<file path="src/rtl/ahb_pkg.sv">
// ---------------------------------------------------------------------------
// ahb_pkg
// Shared AHB-Lite encodings used by the bus arbiter and related blocks.
//   - HTRANS encodings (TRANS_*)
//   - HBURST encodings (BURST_*)
//   - HRESP encodings  (RESP_*)
//   - burst_len(): number of address beats implied by an HBURST value,
//     0 for undefined-length INCR.
// ---------------------------------------------------------------------------
package ahb_pkg;

    localparam logic [1:0] TRANS_IDLE   = 2'b00;
    localparam logic [1:0] TRANS_BUSY   = 2'b01;
    localparam logic [1:0] TRANS_NONSEQ = 2'b10;
    localparam logic [1:0] TRANS_SEQ    = 2'b11;

    localparam logic [2:0] BURST_SINGLE = 3'b000;
    localparam logic [2:0] BURST_INCR   = 3'b001;
    localparam logic [2:0] BURST_WRAP4  = 3'b010;
    localparam logic [2:0] BURST_INCR4  = 3'b011;
    localparam logic [2:0] BURST_WRAP8  = 3'b100;
    localparam logic [2:0] BURST_INCR8  = 3'b101;
    localparam logic [2:0] BURST_WRAP16 = 3'b110;
    localparam logic [2:0] BURST_INCR16 = 3'b111;

    localparam logic [1:0] RESP_OKAY  = 2'b00;
    localparam logic [1:0] RESP_ERROR = 2'b01;
    localparam logic [1:0] RESP_RETRY = 2'b10;
    localparam logic [1:0] RESP_SPLIT = 2'b11;

    function automatic logic [4:0] burst_len(input logic [2:0] hburst);
        case (hburst)
            BURST_SINGLE:              burst_len = 5'd1;
            BURST_WRAP4, BURST_INCR4:  burst_len = 5'd4;
            BURST_WRAP8, BURST_INCR8:  burst_len = 5'd8;
            BURST_WRAP16, BURST_INCR16: burst_len = 5'd16;
            default:                   burst_len = 5'd0;  // INCR: no fixed length
        endcase
    endfunction

endpackage

</file>
<file path="src/rtl/rr_picker.sv">
// ---------------------------------------------------------------------------
// rr_picker
// Combinational round-robin priority encoder. The search starts at the
// position after ptr_i and wraps modulo N, so the entry at ptr_i itself has
// the lowest priority (it still wins if it is the only requester).
// Ports:
//   req_i   [N-1:0]  request vector
//   ptr_i   [PW-1:0] index of the most recent winner (must be < N)
//   grant_o [N-1:0]  one-hot winner, all zero when nobody requests
//   valid_o          at least one request present
// ---------------------------------------------------------------------------
module rr_picker #(
    parameter int N  = 3,
    parameter int PW = 4
) (
    input  logic [N-1:0]  req_i,
    input  logic [PW-1:0] ptr_i,
    output logic [N-1:0]  grant_o,
    output logic          valid_o
);

    always_comb begin
        grant_o = '0;
        valid_o = 1'b0;
        for (int step = 1; step <= N; step++) begin
            for (int j = 0; j < N; j++) begin
                if (!valid_o && req_i[j] && (j == (int'(ptr_i) + step) % N)) begin
                    grant_o[j] = 1'b1;
                    valid_o    = 1'b1;
                end
            end
        end
    end

endmodule

</file>
<file path="src/rtl/ahb_arbiter_rr.sv">
// ---------------------------------------------------------------------------
// ahb_arbiter_rr
// Round-robin AHB-Lite bus arbiter for NUM_MASTERS masters with burst-aware
// grant hold, HLOCK support and parking on DEFAULT_MASTER.
// Optional SPLIT support is compiled in with macro AHB_ARB_SPLIT_EN.
// Ports:
//   clock, reset      clock, asynchronous active-high reset
//   hbusreq, hlock    per-master request / locked-transfer request
//   htrans, hburst    muxed address-phase transfer type and burst type
//   hready            muxed HREADY; all state advances only when high
//   hresp, hsplit     SPLIT response / slave un-split vector (split build)
//   hgrant            registered one-hot grant
//   hmaster           address-phase owner index
//   hmaster_dp        data-phase owner index
//   hmastlock         current address phase is locked
// ---------------------------------------------------------------------------
module ahb_arbiter_rr
    import ahb_pkg::*;
#(
    parameter int NUM_MASTERS    = 3,
    parameter int MW             = 4,
    parameter int DEFAULT_MASTER = 0
) (
    input  logic                   clock,
    input  logic                   reset,
    input  logic [NUM_MASTERS-1:0] hbusreq,
    input  logic [NUM_MASTERS-1:0] hlock,
    input  logic [1:0]             htrans,
    input  logic [2:0]             hburst,
    input  logic                   hready,
    input  logic [1:0]             hresp,
    input  logic [15:0]            hsplit,
    output logic [NUM_MASTERS-1:0] hgrant,
    output logic [MW-1:0]          hmaster,
    output logic [MW-1:0]          hmaster_dp,
    output logic                   hmastlock
);

    localparam logic [MW-1:0]          DEF_IDX = MW'(DEFAULT_MASTER);
    localparam logic [NUM_MASTERS-1:0] DEF_OH  = NUM_MASTERS'(1) << DEFAULT_MASTER;

    function automatic logic [MW-1:0] onehot_idx(input logic [NUM_MASTERS-1:0] oh);
        logic [MW-1:0] idx;
        idx = '0;
        for (int i = 0; i < NUM_MASTERS; i++) begin
            if (oh[i]) idx = idx | MW'(i);
        end
        return idx;
    endfunction

    logic [NUM_MASTERS-1:0] hgrant_q, hgrant_d;
    logic [MW-1:0]          hmaster_q, hmaster_d;
    logic [MW-1:0]          hmaster_dp_q, hmaster_dp_d;
    logic                   hmastlock_q, hmastlock_d;
    logic [4:0]             beats_left_q, beats_left_d;
    logic [MW-1:0]          rr_ptr_q, rr_ptr_d;

    logic                   last_addr;
    logic                   hold_lock;
    logic                   arb_ok;
    logic [NUM_MASTERS-1:0] req_eff;
    logic [NUM_MASTERS-1:0] winner_oh;
    logic                   winner_valid;
    logic [MW-1:0]          grant_idx;
    logic [MW-1:0]          winner_idx;

`ifdef AHB_ARB_SPLIT_EN
    // A SPLIT response is two cycles: hresp=SPLIT with hready low, then with
    // hready high. The mask bit belongs to the data-phase owner, the master
    // the response is addressed to.
    logic [NUM_MASTERS-1:0] split_mask_q, split_mask_d;
    logic                   split_wait_q;
    logic                   unused_hsplit;

    assign unused_hsplit = ^hsplit;

    always_comb begin
        split_mask_d = split_mask_q;
        for (int i = 0; i < NUM_MASTERS; i++) begin
            if (hready && (hresp == RESP_SPLIT) && split_wait_q && (hmaster_dp_q == MW'(i)))
                split_mask_d[i] = 1'b1;
        end
        // Clear wins over a same-cycle set.
        split_mask_d = split_mask_d & ~hsplit[NUM_MASTERS-1:0];
    end

    always_ff @(posedge clock or posedge reset) begin
        if (reset) begin
            split_mask_q <= '0;
            split_wait_q <= 1'b0;
        end else begin
            split_mask_q <= split_mask_d;
            split_wait_q <= (hresp == RESP_SPLIT) && !hready;
        end
    end

    assign req_eff = hbusreq & ~split_mask_q;
`else
    logic unused_split_inputs;
    assign unused_split_inputs = ^{hresp, hsplit};
    assign req_eff = hbusreq;
`endif

    // Final address beat of the current transfer: the only point at which
    // ownership may change.
    always_comb begin
        last_addr = 1'b0;
        case (htrans)
            TRANS_IDLE:   last_addr = 1'b1;
            TRANS_NONSEQ: last_addr = (hburst == BURST_SINGLE) || (hburst == BURST_INCR);
            TRANS_SEQ:    last_addr = (hburst == BURST_INCR) || (beats_left_q == 5'd2);
            default:      last_addr = 1'b0;
        endcase
    end

    // A locked owner that still requests keeps the bus past last_addr.
    always_comb begin
        hold_lock = 1'b0;
        for (int i = 0; i < NUM_MASTERS; i++) begin
            if (hmaster_q == MW'(i)) hold_lock = hlock[i] & hbusreq[i];
        end
    end

    assign arb_ok = hready & last_addr & ~hold_lock;

    rr_picker #(
        .N  (NUM_MASTERS),
        .PW (MW)
    ) u_picker (
        .req_i   (req_eff),
        .ptr_i   (rr_ptr_q),
        .grant_o (winner_oh),
        .valid_o (winner_valid)
    );

    assign grant_idx  = onehot_idx(hgrant_q);
    assign winner_idx = onehot_idx(winner_oh);

    always_comb begin
        hgrant_d     = hgrant_q;
        rr_ptr_d     = rr_ptr_q;
        hmaster_d    = hmaster_q;
        hmaster_dp_d = hmaster_dp_q;
        hmastlock_d  = hmastlock_q;
        beats_left_d = beats_left_q;
        if (arb_ok) begin
            hgrant_d = winner_valid ? winner_oh : DEF_OH;
            // Parking on the default master leaves the pointer alone.
            if (winner_valid) rr_ptr_d = winner_idx;
        end
        if (hready) begin
            hmaster_d    = grant_idx;
            hmaster_dp_d = hmaster_q;
            hmastlock_d  = |(hlock & hgrant_q);
            case (htrans)
                TRANS_NONSEQ: beats_left_d = burst_len(hburst);
                TRANS_SEQ:    if (beats_left_q != 5'd0) beats_left_d = beats_left_q - 5'd1;
                TRANS_IDLE:   beats_left_d = 5'd0;
                default:      beats_left_d = beats_left_q;
            endcase
        end
    end

    always_ff @(posedge clock or posedge reset) begin
        if (reset) begin
            hgrant_q     <= DEF_OH;
            rr_ptr_q     <= DEF_IDX;
            hmaster_q    <= DEF_IDX;
            hmaster_dp_q <= DEF_IDX;
            hmastlock_q  <= 1'b0;
            beats_left_q <= 5'd0;
        end else begin
            hgrant_q     <= hgrant_d;
            rr_ptr_q     <= rr_ptr_d;
            hmaster_q    <= hmaster_d;
            hmaster_dp_q <= hmaster_dp_d;
            hmastlock_q  <= hmastlock_d;
            beats_left_q <= beats_left_d;
        end
    end

    assign hgrant     = hgrant_q;
    assign hmaster    = hmaster_q;
    assign hmaster_dp = hmaster_dp_q;
    assign hmastlock  = hmastlock_q;

endmodule

</file>
<file path="config.mk">
export PLATFORM = sky130hd
export DESIGN_NAME = ahb_arbiter_rr
export DESIGN_NICKNAME = d
export VERILOG_FILES = /design/src/rtl/ahb_pkg.sv /design/src/rtl/rr_picker.sv /design/src/rtl/ahb_arbiter_rr.sv
export SDC_FILE = /design/constraint.sdc
export NUM_CORES = 1
export LEC_CHECK = 0
export ABC_CLOCK_PERIOD_IN_PS = 1470
export CORE_ASPECT_RATIO = 0.7
export CORE_MARGIN = 1.5
export CORE_UTILIZATION = 37
export CTS_BUF_LIST = sky130_fd_sc_hd__clkbuf_16
export CTS_CLUSTER_DIAMETER = 200
export DETAILED_ROUTE_END_ITERATION = 6
export PLACE_DENSITY_LB_ADDON = 0.15
export SLEW_MARGIN = 20
export SYNTH_ARGS = -nofsm -noshare
export SYNTH_HDL_FRONTEND = slang
export SYNTH_SLANG_ARGS = --single-unit
</file>
<file path="constraint.sdc">
create_clock -name clock -period 1.47 [get_ports clock]
set_clock_uncertainty 0.15 [all_clocks]
set_input_delay 0.2205 -clock clock [delete_from_list [all_inputs] [get_ports clock]]
set_output_delay 0.2205 -clock clock [all_outputs]
set_load 0.05 [all_outputs]
</file>
### Yosys cells after proc, flatten, opt, wreduce, memory -nomap -nowiden

Cells that the tools add are included.

| word-level totals | value |
|---|---|
| flip-flop bits (word level) | 21 |
| bits of input ports | 32 |
| output and inout bits | 12 |
| logic and storage cells | 109 |

| operators by class | value |
|---|---|
| add/sub/neg operators | 4 |
| div/mod/pow operators | 3 |
| eq/ne operators | 19 |
| mux-type cells | 29 |
| bitwise gates (word level) | 7 |
| reduce and logical (&&, ||, !) cells | 41 |

Operators with widths:

| kind | count |
|---|---|
| $eq A2 B32 Y1 const A | 3 |
| $eq A3 B32 Y1 const A | 3 |
| $logic_not A32 Y1 | 3 |
| $mod A32 B3 Y32 const B | 3 |
| $mux W1 | 22 |
| $pmux W5 S4 | 1 |
| $logic_and A1 B1 Y1 | 17 |
| $pmux W5 S3 | 1 |
| $eq A3 B3 Y1 const B | 4 |
| $add A4 B2 Y5 const B | 2 |
| $logic_not A1 Y1 | 8 |
| $eq A3 B2 Y1 const B | 2 |
| $reduce_or A2 Y1 | 3 |
| $add A4 B1 Y5 const B | 1 |
| $and A1 B1 Y1 | 5 |
| $eq A5 B2 Y1 const B | 1 |
| $mux W5 | 1 |
| $reduce_bool A5 Y1 | 1 |
| $sub A5 B1 Y5 const B | 1 |
| $eq A2 B2 Y1 const B | 2 |
| $eq A4 B1 Y1 const B | 1 |
| $eq A4 B2 Y1 const B | 1 |
| $logic_not A4 Y1 | 1 |
| $mux W2 | 2 |
| other kinds (13) | 14 |

### Longest topological paths before layout

| logic depth | value |
|---|---|
| depth in word-level cells | 38 |
| gate-level depth with buffers | 6 |
| depth with buffers taken out | 6 |

### Hierarchy

From an unflattened synthesis, not the netlist that was laid out.

| unflattened totals | value |
|---|---|
| cell total of the unflattened synthesis | 416 |
| area, all modules | 3226.8 sq um |

By module, submodules not included:

| module | instances | cells an instance | area an instance (sq um) | seq. area each (sq um) |
|---|---|---|---|---|
| rr_picker | 1 | 333 | 2339.7 | 0.0 |
| ahb_arbiter_rr | 1 | 83 | 887.1 | 376.6 |

### Worst setup path before layout

Ideal clock, no wire load.

| path | value |
|---|---|
| path kind | reg-to-reg |
| start point | register hmaster_q[0] (netlist: hmaster[0]) |
| end point | register hgrant_q[0] (netlist: hgrant[0]) |
| arrival | 1707 ps |
| required time | 1238 ps |
| setup slack | -469 ps |
| cell stages (with the launch flop) | 5 |
| period minus slack after synthesis | 1939 ps |
| cells stage by stage | dfrtp_1 -> and4b_1 -> a211o_1 -> nor3_1 -> mux2_2 |

| between the ends | value |
|---|---|
| longest elaborated chain between the ends | 6 |
| elaborated cells between the ends (all ways) | 8 |
| classes of those cells | eq/ne: 2; mux: 3; bitwise: 2; reduce/logical: 1 |

Ends and longest elaborated chain:

| item | line | source |
|---|---|---|
| start, declared | ahb_arbiter_rr.sv:52 | `logic [MW-1:0] hmaster_q, hmaster_d;` |
| start signal, assigned | ahb_arbiter_rr.sv:175 | `hmaster_q <= hmaster_d;` |
| $logic_not A4 Y1 | ahb_arbiter_rr.sv:120 | `if (hmaster_q == MW'(i)) hold_lock = hlock[i] & hbusreq[i];` |
| $mux W1 (2 in a row) | ahb_arbiter_rr.sv:120 |  |
| $mux W1 * | ahb_arbiter_rr.sv:120 |  |
| $not A1 Y1 * | ahb_arbiter_rr.sv:124 | `assign arb_ok = hready & last_addr & ~hold_lock;` |
| $and A1 B1 Y1 * | ahb_arbiter_rr.sv:124 |  |
| end signal, assigned | ahb_arbiter_rr.sv:173 | `hgrant_q <= hgrant_d;` |
| end, declared | ahb_arbiter_rr.sv:51 | `logic [NUM_MASTERS-1:0] hgrant_q, hgrant_d;` |

Mark *: on every way between the ends. The rest lies on a longest branch, timed or not.
A chain may end at the register's enable or synchronous reset.

### Worst setup path in the final report

| path | value |
|---|---|
| start point | register beats_left_q[2] |
| end point | register rr_ptr_q[0] |

| between the ends | value |
|---|---|
| longest elaborated chain between the ends | 6 |

Ends and longest elaborated chain:

| item | line | source |
|---|---|---|
| start, declared | ahb_arbiter_rr.sv:55 | `logic [4:0] beats_left_q, beats_left_d;` |
| start signal, assigned | ahb_arbiter_rr.sv:178 | `beats_left_q <= beats_left_d;` |
| $eq A5 B2 Y1 | ahb_arbiter_rr.sv:111 | `TRANS_SEQ: last_addr = (hburst == BURST_INCR) \|\| (beats_left_q == 5'd2);` |
| $logic_or A1 B1 Y1 | ahb_arbiter_rr.sv:111 |  |
| $pmux W1 S3 | ahb_arbiter_rr.sv:108 | `case (htrans)` |
| $and A1 B1 Y1 (2 in a row) | ahb_arbiter_rr.sv:124 |  |
| $reduce_and A2 Y1 (no source line) | -- |  |
| end signal, assigned | ahb_arbiter_rr.sv:174 | `rr_ptr_q <= rr_ptr_d;` |
| end, declared | ahb_arbiter_rr.sv:56 | `logic [MW-1:0] rr_ptr_q, rr_ptr_d;` |

No other way between the ends.

==> results <==
-- timing repair --
action / in CTS / in global routing
endpoints found under the hold margin: 0 / 0
setup endpoints to repair: 10 / 10
buffers inserted: 7 / 0
gates resized for setup: 33 / 9
gates cloned: 0 / 0
pin swaps: 15 / 7
-- synth_stat cells --
library cell,count
nor4b_4,1
mux2_2,5
nor3_1,3
o21ai_1,2
o221ai_1,1
a211oi_1,1
o31ai_1,3
or3_1,2
inv_1,10
nand3_1,1
or3_4,1
and4b_1,1
a21oi_1,7
o21ai_0,8
dfstp_2,1
a222oi_1,1
ha_1,7
dfrtp_1,14
and2_1,1
nor3b_1,1
nand2_1,2
buf_4,5
a221oi_2,1
nand3b_1,1
a211o_1,2
a32oi_1,1
nor4_1,1
nand4_1,1
nand2b_1,4
nor2_1,11
o22ai_1,1
conb_1,1
mux2i_1,1
nor4_2,1
o2bb2ai_1,1
-- worst reg2reg max path, cell delays in order (launching register included) --
cell and delay (ps):
dfrtp_1 420, nor4b_4 390, a221oi_4 140, or3_4 420, o22ai_1 150
-- kinds of logic (layout without fill, tap and decap cells) --
family	count (synthesis)	in the layout	synth area share
flip-flops	15	15	0.378
AND/OR/NAND/NOR	32	32	0.198
other	1	4	0.00376
AO/OA/AOI/OAI	29	29	0.191
adder cells (fa/ha/maj)	7	7	0.0878
multiplexers	6	6	0.0665
buffers and inverters	15	70	0.0753
-- registers in the layout, indices dropped and copies added (netlist names) --
name          count
beats_left_q      5
hgrant            3
hmaster           2
hmaster_dp        2
rr_ptr_q          2
hmastlock         1
-- routing by layer --
metal | part of all wire | GRT usage | vias up
met4 | 0.020 | 0.0500 | 0
met5 | 0 | 0 | -
met1 | 0.46 | 0.294 | 496
met2 | 0.46 | 0.353 | 39
li1 | - | - | 487
met3 | 0.062 | 0.0562 | 8
-- final timing paths --
kind                                 start       endpoint  cells past startpoint
max                        beats_left_q[2]    rr_ptr_q[0]                      4
min                                  reset  hmaster_dp[1]                      3
max reg2reg                beats_left_q[2]    rr_ptr_q[0]                      4
min reg2reg                  hmaster_dp[0]  hmaster_dp[0]                      1
max in group asynchronous            reset      hgrant[0]                      3
min in group clock                hlock[2]      hmastlock                      3
-- report_power, final --
part	internal (mW)	switching, mW
combinational	0.994	0.968
sequential	0.575	0.156
clock	0.364	0.185
total	1.93	1.31
-- area by class of cell --
type                       instances  area (µm²)  share of cell area
clock buffer                       3        75.1              0.0417
clock inverter                     1        5.00             0.00278
inverter                          10        37.5              0.0209
multi-input combinational         78         706               0.392
sequential                        15         379               0.211
tap                               34        42.5              0.0236
timing repair buffer              56         554               0.308
-- through the flow --
stage                      util  setup TNS (ps)
after CTS                 0.692           -1800
after detailed placement  0.609           -6170
after global routing      0.715           -2980
after floorplan               -           -1290
final                     0.715           -2230
after global placement    0.609           -5740
-- cells in the final DEF, fill, tap and decap left out, drive strengths merged, types with 2 or more instances in the layout --
cell,count
buf,44
dfrtp,14
nor2,11
inv,10
o21ai,10
clkdlybuf4s50,9
a21oi,7
ha,7
mux2,5
nand2b,4
conb,4
o31ai,3
clkbuf,3
or3,3
nor3,3
nand2,2
a211o,2
dlygate4sd2,2
nor4,2
==> results.md <==
* Total number of vias at 1030
* Seq/Total Area, Yosys at 0.378
* YS warnings at 0
* RSZ-0062 raised after global routing: yes
* Final Non-Filler Cells at about 200
* Final hold vios at 0
* Clock Tree Root: clkbuf_16
* Cell Area, Placed at approximately 1500 µm²
* Routed Antenna Nets at 0
* Routed vias/inst at between 5 and 6
* Area grow syn2layout at 80.4%
* R2r setup slk at -280 ps
* Share of layout cells above drive strength 1 at 0.485
* Aggregate global routing overflow at 0
* Yosys cell types at 35
* Worst-path fanout max at 4
* Setup CP Type: register to register
* Mean routed wirelength per cell at around 16 µm
* Vias in the first global route at between 1000 and 1500
* Initial DRC Count at 39
* # hold bufs at CTS at 0
* Power per Cell Area at between 1500 and 2000 nW/µm²
* Pre-CTS setup slack at -695 ps
* Routed wire length at 3100 µm
* Initial Utilization at 0.397
* Mean Syn Cell Area at 9.50 µm²
* Clock Tree Buf Depth at 2
* Cells after DPL at 187
* Final min period at roughly 1800 ps
* Post-Syn Instances at roughly 110
* Height of the chip at ~46 µm
* Die Area at 3020 µm²
* CTS tree: done
* MaxCap Viol Count at 0
* Core area at around 2500 µm²
* Die Span X at between 60 and 70 µm
* Maximum vdd drop at between 1000 and 1500 µV
* # H-tree levels at 1
* Worst path max stage delay at around 420 ps
* Largest net degree at the start of global routing at 16
* Final slew viol count at 0
* Port buffer count at 21
* Initial antenna violation count at 0
* Fillers at 190
* Crit-path cells: nor4b_4, a221oi_4, or3_4, o22ai_1
* Pleak at roughly 0.8 nW
* Post-Syn Area at around 1000 µm²
* Final hold slack at roughly 130 ps
* Tot Pwr at ~3.2 mW
* Worst path slowest cell: dfrtp_1
* Clock transition at path regs at roughly 50 ps
* CP startpoint kind: register
* Placer Congestion at between 0.7 and 0.8
* Gr usage total at 0.217
* First-pass GRT wire length at 4730 µm
* DRC Markers at 0
* Max Fclk at 571 MHz
* CTS Buf Count at 3
* Fin nets at between 200 and 250
* Req. time, crit path at 1480 ps
* Final instance area at between 1500 and 2000 µm²
* WP buf/inv at 0
* Path category of the worst min-delay check: primary input to async pin
* Synth area leader: dfrtp_1
* Clk Latency, worst-skew pair at between 200 and 300 ps
* CP delay by family, top: simple AND/OR/NAND/NOR gates
* Antenna diodes at 0
* Final period utilization at 1.19
* Failing checks: setup timing
* Worst setup margin at -282 ps
* I/O Pins at 44
* Synthesized flop and latch total at 15
* Largest cells by area after synthesis: dfrtp_1 35%, ha_1 8.8%, mux2_2 5.6%
* Post-DP HPWL at 2090 µm
* Setup crit end kind: register
* Final setup vio count at 10
* Area share of the largest cell type after synthesis at 0.351
* Drt pass-1 iters at 4
* Clk sinks at 15
* Row cnt at 15
* Worst Path Arrival at 1770 ps
* Status: finished, violations left
Note: power is estimated with default switching activity, not from simulation.
